==> src/rtl/expmob_iter.sv <==
// Iterative GF(2) Moebius (ANF) transform engine: subset or superset transform of
// an N-bit vector, STAGES_PER_CYCLE butterfly stages per clock, valid/ready on both sides.
module expmob_iter #(
  parameter int N                = 32,
  parameter int LOG2_N           = 5,
  parameter int STAGES_PER_CYCLE = 1
) (
  input  logic         clk,
  input  logic         rst,
  input  logic         in_valid,
  output logic         in_ready,
  input  logic [0:N-1] in_data,
  input  logic         in_mode,
  output logic         out_valid,
  input  logic         out_ready,
  output logic [0:N-1] out_data,
  output logic         busy
);

  localparam int SPC = STAGES_PER_CYCLE;
  localparam int CW  = $clog2(LOG2_N + 1);

  if (N != (1 << LOG2_N)) begin : g_bad_n
    $error("expmob_iter: N must equal 1 << LOG2_N");
  end
  if ((SPC < 1) || (SPC > LOG2_N) || ((LOG2_N % SPC) != 0)) begin : g_bad_spc
    $error("expmob_iter: STAGES_PER_CYCLE must divide LOG2_N");
  end

  // Handshake: a transfer happens on a rising edge where valid and ready are both
  // high; the producer holds data while valid && !ready, the engine holds out_data
  // while out_valid && !out_ready.
  typedef enum logic [1:0] {
    IDLE = 2'd0,
    RUN  = 2'd1,
    DONE = 2'd2
  } state_t;

  state_t        state;
  state_t        state_nxt;
  logic [0:N-1]  vec;
  logic [0:N-1]  run_vec;
  logic          mode;
  logic [CW-1:0] cnt;

  // Every stage is elaborated; only stages cnt..cnt+SPC-1 are enabled, chained in
  // ascending order so the result matches applying them one after another.
  always_comb begin
    run_vec = vec;
    for (int s = 0; s < LOG2_N; s++) begin
      if ((s >= int'(cnt)) && (s < int'(cnt) + SPC)) begin
        for (int p = 0; p < N / 2; p++) begin
          if (mode) begin
            run_vec[(p / (N >> (s + 1))) * (N >> s) + (p % (N >> (s + 1)))] =
              run_vec[(p / (N >> (s + 1))) * (N >> s) + (p % (N >> (s + 1)))] ^
              run_vec[(p / (N >> (s + 1))) * (N >> s) + (p % (N >> (s + 1))) + (N >> (s + 1))];
          end else begin
            run_vec[(p / (N >> (s + 1))) * (N >> s) + (p % (N >> (s + 1))) + (N >> (s + 1))] =
              run_vec[(p / (N >> (s + 1))) * (N >> s) + (p % (N >> (s + 1)))] ^
              run_vec[(p / (N >> (s + 1))) * (N >> s) + (p % (N >> (s + 1))) + (N >> (s + 1))];
          end
        end
      end
    end
  end

  always_ff @(posedge clk) begin
    if (rst) begin
      state <= IDLE;
    end else begin
      state <= state_nxt;
    end
  end

  always_comb begin
    state_nxt = state;
    case (state)
      IDLE:    if (in_valid) state_nxt = RUN;
      RUN:     if (int'(cnt) + SPC == LOG2_N) state_nxt = DONE;
      DONE:    if (out_ready) state_nxt = IDLE;
      default: state_nxt = IDLE;
    endcase
  end

  always_comb begin
    in_ready  = (state == IDLE);
    out_valid = (state == DONE);
    busy      = (state != IDLE);
  end

  // Mode is captured only at accept, so in_mode activity during RUN is ignored.
  always_ff @(posedge clk) begin
    if (rst) begin
      vec  <= '0;
      mode <= 1'b0;
      cnt  <= '0;
    end else begin
      case (state)
        IDLE: begin
          if (in_valid) begin
            vec  <= in_data;
            mode <= in_mode;
            cnt  <= '0;
          end
        end
        RUN: begin
          vec <= run_vec;
          cnt <= cnt + CW'(SPC);
        end
        default: ;
      endcase
    end
  end

  assign out_data = vec;

endmodule

==> config.mk <==
export PLATFORM = sky130hd
export DESIGN_NAME = expmob_iter
export DESIGN_NICKNAME = d
export VERILOG_FILES = /design/src/rtl/expmob_iter.sv
export SDC_FILE = /design/constraint.sdc
export NUM_CORES = 1
export LEC_CHECK = 0
export CORE_MARGIN = 4
export CORE_UTILIZATION = 31
export CTS_CLUSTER_DIAMETER = 150
export DETAILED_ROUTE_END_ITERATION = 8
export PLACE_DENSITY = 0.47
export SYNTH_ARGS = -nofsm -noshare
export SYNTH_HDL_FRONTEND = slang
export SYNTH_SLANG_ARGS = --single-unit
==> constraint.sdc <==
create_clock -name clk -period 3.5 [get_ports clk]
set_input_delay 0.875 -clock clk [delete_from_list [all_inputs] [get_ports clk]]
set_output_delay 0.875 -clock clk [all_outputs]
set_load 0.01 [all_outputs]
# Word level (Yosys, flattened, before mapping)
# Index checks and enable logic that the tools add are counted.
# W data, S select, Z words.
[totals] output_inout_bits=35 word_cells=286 register_bits=38
[classes] n_reduce_logical=11 order_cmp=10 bitwise_logic=80 n_eq_ne=6 mux=173 n_addsub=2
[op_table] op="$mux W32" n=6
[op_table] op="$mux W1" n=160
[op_table] op="$xor A1 B1 Y1" n=80
[op_table] op="$lt A3 B32 Y1 const A" n=2
[op_table] op="$pmux W32 S2" n=1
[op_table] op="$lt A1 B32 Y1 const A" n=1
[op_table] op="$lt A2 B32 Y1 const A" n=1
[op_table] op="$lt A4 B32 Y1 const A" n=1
[op_table] op="$ge A1 B3 Y1 const A" n=2
[op_table] op="$ge A2 B3 Y1 const A" n=2
[op_table] op="$mux W2" n=3
[op_table] op="$pmux W2 S3" n=1
[op_table] op="$pmux W3 S2" n=1
[op_table] op="$logic_and A1 B1 Y1" n=5
[op_table] op="$add A3 B1 Y4 const B" n=1
[op_table] op="$eq A4 B3 Y1 const B" n=1
[op_table] op="$ne A2 B2 Y1 const B" n=2
[op_table] op="$reduce_and A2 Y1" n=2
[op_table] op="$reduce_bool A2 Y1" n=2
[op_table] op="$add A3 B1 Y3 const B" n=1
[op_table] op="$ge A3 B3 Y1 const A" n=1
[op_table] op="$mux W3" n=1
[op_table] op="$reduce_and A3 Y1" n=1
[op_table] op="$eq A2 B1 Y1 const B" n=1
[op_table] op="3 further kinds" n=3

# Longest topological paths before layout
# Gate-level depths: netlist of run 1.
[logic_depth] depth_word=17 depth_mapped=16

# Worst setup path after synthesis of run 1
# No wires, ideal clock.
[synth_timing] path_kind="register -> register" from="register cnt[0]" to="register vec, in the netlist out_data[31]" arrival_ns=3.026 path_stages_with_launch=15 setup_ns=0.133 slack_ns=0.341 t_required_ns=3.367 cell_sequence="dfxtp_1 > buf_2 > inv_1 > ha_1 > o21ba_1 > buf_6 > or4_4 > xnor2_1 > a211o_1 > o211ai_4 > or4_1 > a21boi_0 > a311oi_1 > xnor2_1 > a21oi_1"
[synth_between] elab_chain_cells=17 word_cells_on_any_way=52
[synth_lines] element="start: declaration" line_no="44" text="logic [CW-1:0] cnt;"
[synth_lines] element="start signal: assignment" line_no="108" text="cnt <= cnt + CW'(SPC);"
[synth_lines] element="$add A3 B1 Y4" line_no="51" text="if ((s >= int'(cnt)) && (s < int'(cnt) + SPC)) begin"
[synth_lines] element="$lt A1 B32 Y1" line_no="51"
[synth_lines] element="$logic_and A1 B1 Y1" line_no="51"
[synth_lines] element="$mux W32" line_no="51"
[synth_lines] element="$xor A1 B1 Y1" line_no="59" text="run_vec[(p / (N >> (s + 1))) * (N >> s) + (p % (N >> (s + 1)))] ^"
[synth_lines] element="$mux W1" line_no="53" text="if (mode) begin"
[synth_lines] element="$mux W32" line_no="51"
[synth_lines] element="$xor A1 B1 Y1" line_no="59"
[synth_lines] element="$mux W1" line_no="53"
[synth_lines] element="$mux W32" line_no="51"
[synth_lines] element="$xor A1 B1 Y1" line_no="59"
[synth_lines] element="$mux W1" line_no="53"
[synth_lines] element="$mux W32" line_no="51"
[synth_lines] element="$xor A1 B1 Y1" line_no="59"
[synth_lines] element="$mux W1" line_no="53"
[synth_lines] element="$mux W32 *" line_no="51"
[synth_lines] element="$pmux W32 S2 *" line_no="98" text="case (state)"
[synth_lines] element="end signal: assignment" line_no="101" text="vec <= in_data;"
[synth_lines] element="end signal: assignment" line_no="107" text="vec <= run_vec;"
[synth_lines] element="end: declaration" line_no="41" text="logic [0:N-1] vec;"
# Mark *: on every way between the ends. The rest lies on a longest branch, timed or not.
# A chain may end at the register's enable or synchronous reset.

# Worst setup path in the final report of run 1
[layout_timing] from="register cnt[0]" to="register vec, in the netlist out_data[9]"
[layout_between] elab_chain_cells=17 word_cells_on_any_way=52
[layout_lines] element="$add A3 B1 Y4" line_no="51"
[layout_lines] element="$lt A1 B32 Y1" line_no="51"
[layout_lines] element="$logic_and A1 B1 Y1" line_no="51"
[layout_lines] element="$mux W32" line_no="51"
[layout_lines] element="$xor A1 B1 Y1" line_no="59"
[layout_lines] element="$mux W1" line_no="53"
[layout_lines] element="$mux W32" line_no="51"
[layout_lines] element="$xor A1 B1 Y1" line_no="55" text="run_vec[(p / (N >> (s + 1))) * (N >> s) + (p % (N >> (s + 1)))] ^"
[layout_lines] element="$mux W1" line_no="53"
[layout_lines] element="$mux W32" line_no="51"
[layout_lines] element="$xor A1 B1 Y1" line_no="55"
[layout_lines] element="$mux W1" line_no="53"
[layout_lines] element="$mux W32" line_no="51"
[layout_lines] element="$xor A1 B1 Y1" line_no="59"
[layout_lines] element="$mux W1" line_no="53"
[layout_lines] element="$mux W32 *" line_no="51"
[layout_lines] element="$pmux W32 S2 *" line_no="98"
# Marked as above.

==> impl_metrics.toml, run 1 <==
[synth]
syn_inst = 860
syn-cell-area_um2 = 5970
syn_nets = 902
synth_edf_count = 0
ys_types = 78
synth-main-ff-cell = "dfxtp_1"
async_flop_share = 0
synth.yosys.warnings = 0
ys_seq_area_frac = 0.127
postSynthAreaPerCell_um2 = 6.94
synth-seq-cells = 38

[global_routing]
grt_pass1_wl_um = 44700
grt_util_met3 = 0.0453
met1_usage = 0.379
grt_overflow = 0
grt_util_met2 = 0.417
grt-busiest-layer = "met2"
grt_pass1_vias = 6769
grt_max_degree = 40
grt_use_total = 0.272
antenna_found_initial = 0

[routing]
dr.pass1.iters = 5
dr_total_vias = 7336
via_per_inst = 5.99
drc_errors = 0
wl_per_cell_um = 24.7
drt_iter0_drc = 742
ant_nets = 0
drt_wl_total_um = 30200

[setup_path]
crit_type = "flop to flop"
cp.arrival_ns = 3.62
timing.rr.start = "cnt[0]$_SDFFE_PP0P_"
reg2reg_setup_slack_ns = 0.11
worstSetupEndpointType = "flop"
reg2reg_to = "out_data[9]$_SDFFE_PP0P_"
required_ns = 3.73
cp-start-kind = "flop"
crit_fanout = 21
rr_worst_depth = 14

[run_status]
outcome = "complete, no violations"

[worst_hold_path]
hp-start = "out_data[2]$_SDFFE_PP0P_"
min_to = "out_data[2]$_SDFFE_PP0P_"
min_path_type = "flop to flop"
min_path_cells = 2

[floorplanning]
pin_count = 72
core-area_um2 = 18800
die_area_um2 = 21500
initial_utilization = 0.317
die_y_um = 147
die_w_um = 147
core.rowCount = 50

[place]
finalWeightedCongestion = 1.01
place_area_um2 = 7560
dp_hpwl_um = 23400
io_buffers = 71

[finish]
final_util = 0.416
fin_area_um2 = 7830
drive_gt1_frac = 0.177
layout_common_cells = "102 x buf_4, 93 x nor2_1, 81 x xnor2_1"
layout.nets = 1007
diodes = 0
syn2layout_area_growth_pct = 31.3
final_common_cell = "buf_4"

[pwr]
ir_drop_mv = 0.239
pwr_density_cell_nw_per_um2 = 584
power_leakage_nw = 2.81

[cts]
root_buffer = "clkbuf_16"
path_clk_slew_ns = 0.07
clockBufferDepth = 2
cts_tree = "done"
cts_sinks = 38
cts_hold_buf = 0
htreeDepth = 2
numCtsBuffers = 5
clkLatencyLatePin_ns = 0.30

[sta]
period_needed_ns = 3.39
final.setup_skew_ns = 0.0115
fin_tns_setup_ns = 0
setup_viol = 0
slew_headroom = 0.397
final.period_utilization = 0.968
maxSlewViolCount = 0
hold_viol_final = 0
rsz0062_at_grt = "no"
max_freq_ghz = 0.295
tightest_slew_ns = 0.902

[flow_run]
drv_cap = 0
## layout make-up
cell class	count	area [um2]
Tap cell	260	325
Clock buffer	5	125
Clock inverter	2	10.0
Inverter	21	78.8
Fill cell	2020	11000
Multi-Input combinational cell	718	4900
Timing Repair Buffer	181	1630
Sequential cell	38	768
## per-layer routing
| metal | vias up | routed length, um |
|---|---|---|
| met1 | 3493 | 13300 |
| met5 | - | 0 |
| met3 | 73 | 2260 |
| li1 | 3391 | - |
| met4 | 0 | 1350 |
| met2 | 379 | 13300 |
## cell usage after synthesis (6+ instances only)
| master | count | area share |
|---|---|---|
| o31ai_1 | 8 | 0.010 |
| or2_2 | 8 | 0.0084 |
| dfxtp_1 | 38 | 0.13 |
| buf_2 | 19 | 0.016 |
| nand3_1 | 25 | 0.021 |
| nor4_1 | 26 | 0.027 |
| o211ai_1 | 20 | 0.025 |
| a211oi_1 | 12 | 0.015 |
| and4_1 | 7 | 0.010 |
| o221ai_1 | 7 | 0.010 |
| a21oi_1 | 38 | 0.032 |
| a211o_1 | 12 | 0.018 |
| buf_1 | 6 | 0.0038 |
| nand2_1 | 72 | 0.045 |
| nor2b_1 | 7 | 0.0073 |
| clkbuf_1 | 54 | 0.034 |
| o22ai_1 | 7 | 0.0073 |
| or3_1 | 6 | 0.0063 |
| nand4_1 | 35 | 0.037 |
| nor2_1 | 93 | 0.058 |
| a31oi_1 | 16 | 0.017 |
| inv_1 | 21 | 0.013 |
| xor2_1 | 41 | 0.060 |
| xnor2_1 | 84 | 0.12 |
| nor3_1 | 20 | 0.017 |
| o21a_1 | 9 | 0.011 |
| or4_1 | 6 | 0.0075 |
| o21ai_0 | 34 | 0.029 |
| a311oi_1 | 6 | 0.0088 |
| mux2i_1 | 13 | 0.022 |
| a22oi_1 | 6 | 0.0075 |
## power by group
part	switching [mW]	internal, mW
Sequential	0.190	0.527
Clock	0.212	0.258
Combinational	1.99	1.40
Total	2.39	2.18
## worst max path at each step
stage	startpoint	end	slack (ns)	cells after the start
global route	cnt[0]$_SDFFE_PP0P_	out_data[28]$_SDFFE_PP0P_	0.0007	12
global placement	cnt[0]$_SDFFE_PP0P_	out_data[2]$_SDFFE_PP0P_	0.11	14
CTS	cnt[1]$_SDFFE_PP0P_	out_data[31]$_SDFFE_PP0P_	0.04	13
floorplan	cnt[0]$_SDFFE_PP0P_	out_data[31]$_SDFFE_PP0P_	0.34	14
finish	cnt[0]$_SDFFE_PP0P_	out_data[9]$_SDFFE_PP0P_	0.11	14
detailed placement	cnt[1]$_SDFFE_PP0P_	out_data[31]$_SDFFE_PP0P_	0.08	13
## sequential cells by signal, summed over array words and instances (netlist names)
register and cells:
cnt 3, mode 1, out_data 32, state 2
## stage by stage
stage               cells  hold slack, ns  power, mW  worst slack (ns)
floorplan             860           0.549       2.61             0.341
global placement     1216           0.521       4.00             0.113
detailed placement   1216           0.522       3.97            0.0778
CTS                  1223           0.535       4.46            0.0445
global route         1225           0.604       4.83          0.000652
finish               1225           0.527       4.57             0.113
## cells by family after synthesis
group,count (synthesis),share of synthesized area
flip-flops,38,0.127
buffers and inverters,104,0.0732
XOR/XNOR,126,0.187
multiplexers,15,0.0256
AND/OR/NAND/NOR,336,0.288
AO/OA/AOI/OAI,236,0.288
adder cells (fa/ha/maj),5,0.0105
## worst max-delay path: stages, from the launching register on
cell and delay, ns:
dfxtp_4 0.38, inv_1 0.10, ha_1 0.24, o21ba_1 0.20, buf_12 0.17, nor3_1 0.27, buf_4 0.24, nand2_1 0.08
xor2_1 0.16, mux2i_1 0.33, mux2i_1 0.22, xnor2_1 0.30, xor2_1 0.17, a211o_1 0.34, a21oi_1 0.12
## timing repair
item / in CTS / in global routing
setup buffers: 0 / 2
setup endpoints to repair: 0 / 20
resized for setup: 0 / 31
Power figures use the tool's default switching activity.
==> run 2: changes to the inputs <==
--- a/config.mk
+++ b/config.mk
@@ -10,6 +10,7 @@
 export CTS_CLUSTER_DIAMETER = 150
 export DETAILED_ROUTE_END_ITERATION = 8
 export PLACE_DENSITY = 0.47
+export SLEW_MARGIN = 25
 export SYNTH_ARGS = -nofsm -noshare
 export SYNTH_HDL_FRONTEND = slang
 export SYNTH_SLANG_ARGS = --single-unit
==> results of run 2 <==
Final layout, timing and power as in run 1 (identical DEF).
==> run 3: changes to the inputs <==
--- a/config.mk
+++ b/config.mk
@@ -5,12 +5,12 @@
 export SDC_FILE = /design/constraint.sdc
 export NUM_CORES = 1
 export LEC_CHECK = 0
+export CAP_MARGIN = 15
 export CORE_MARGIN = 4
 export CORE_UTILIZATION = 31
 export CTS_CLUSTER_DIAMETER = 150
 export DETAILED_ROUTE_END_ITERATION = 8
 export PLACE_DENSITY = 0.47
-export SLEW_MARGIN = 25
 export SYNTH_ARGS = -nofsm -noshare
 export SYNTH_HDL_FRONTEND = slang
 export SYNTH_SLANG_ARGS = --single-unit
==> results of run 3 <==
Final layout, timing and power as in run 1 (identical DEF).
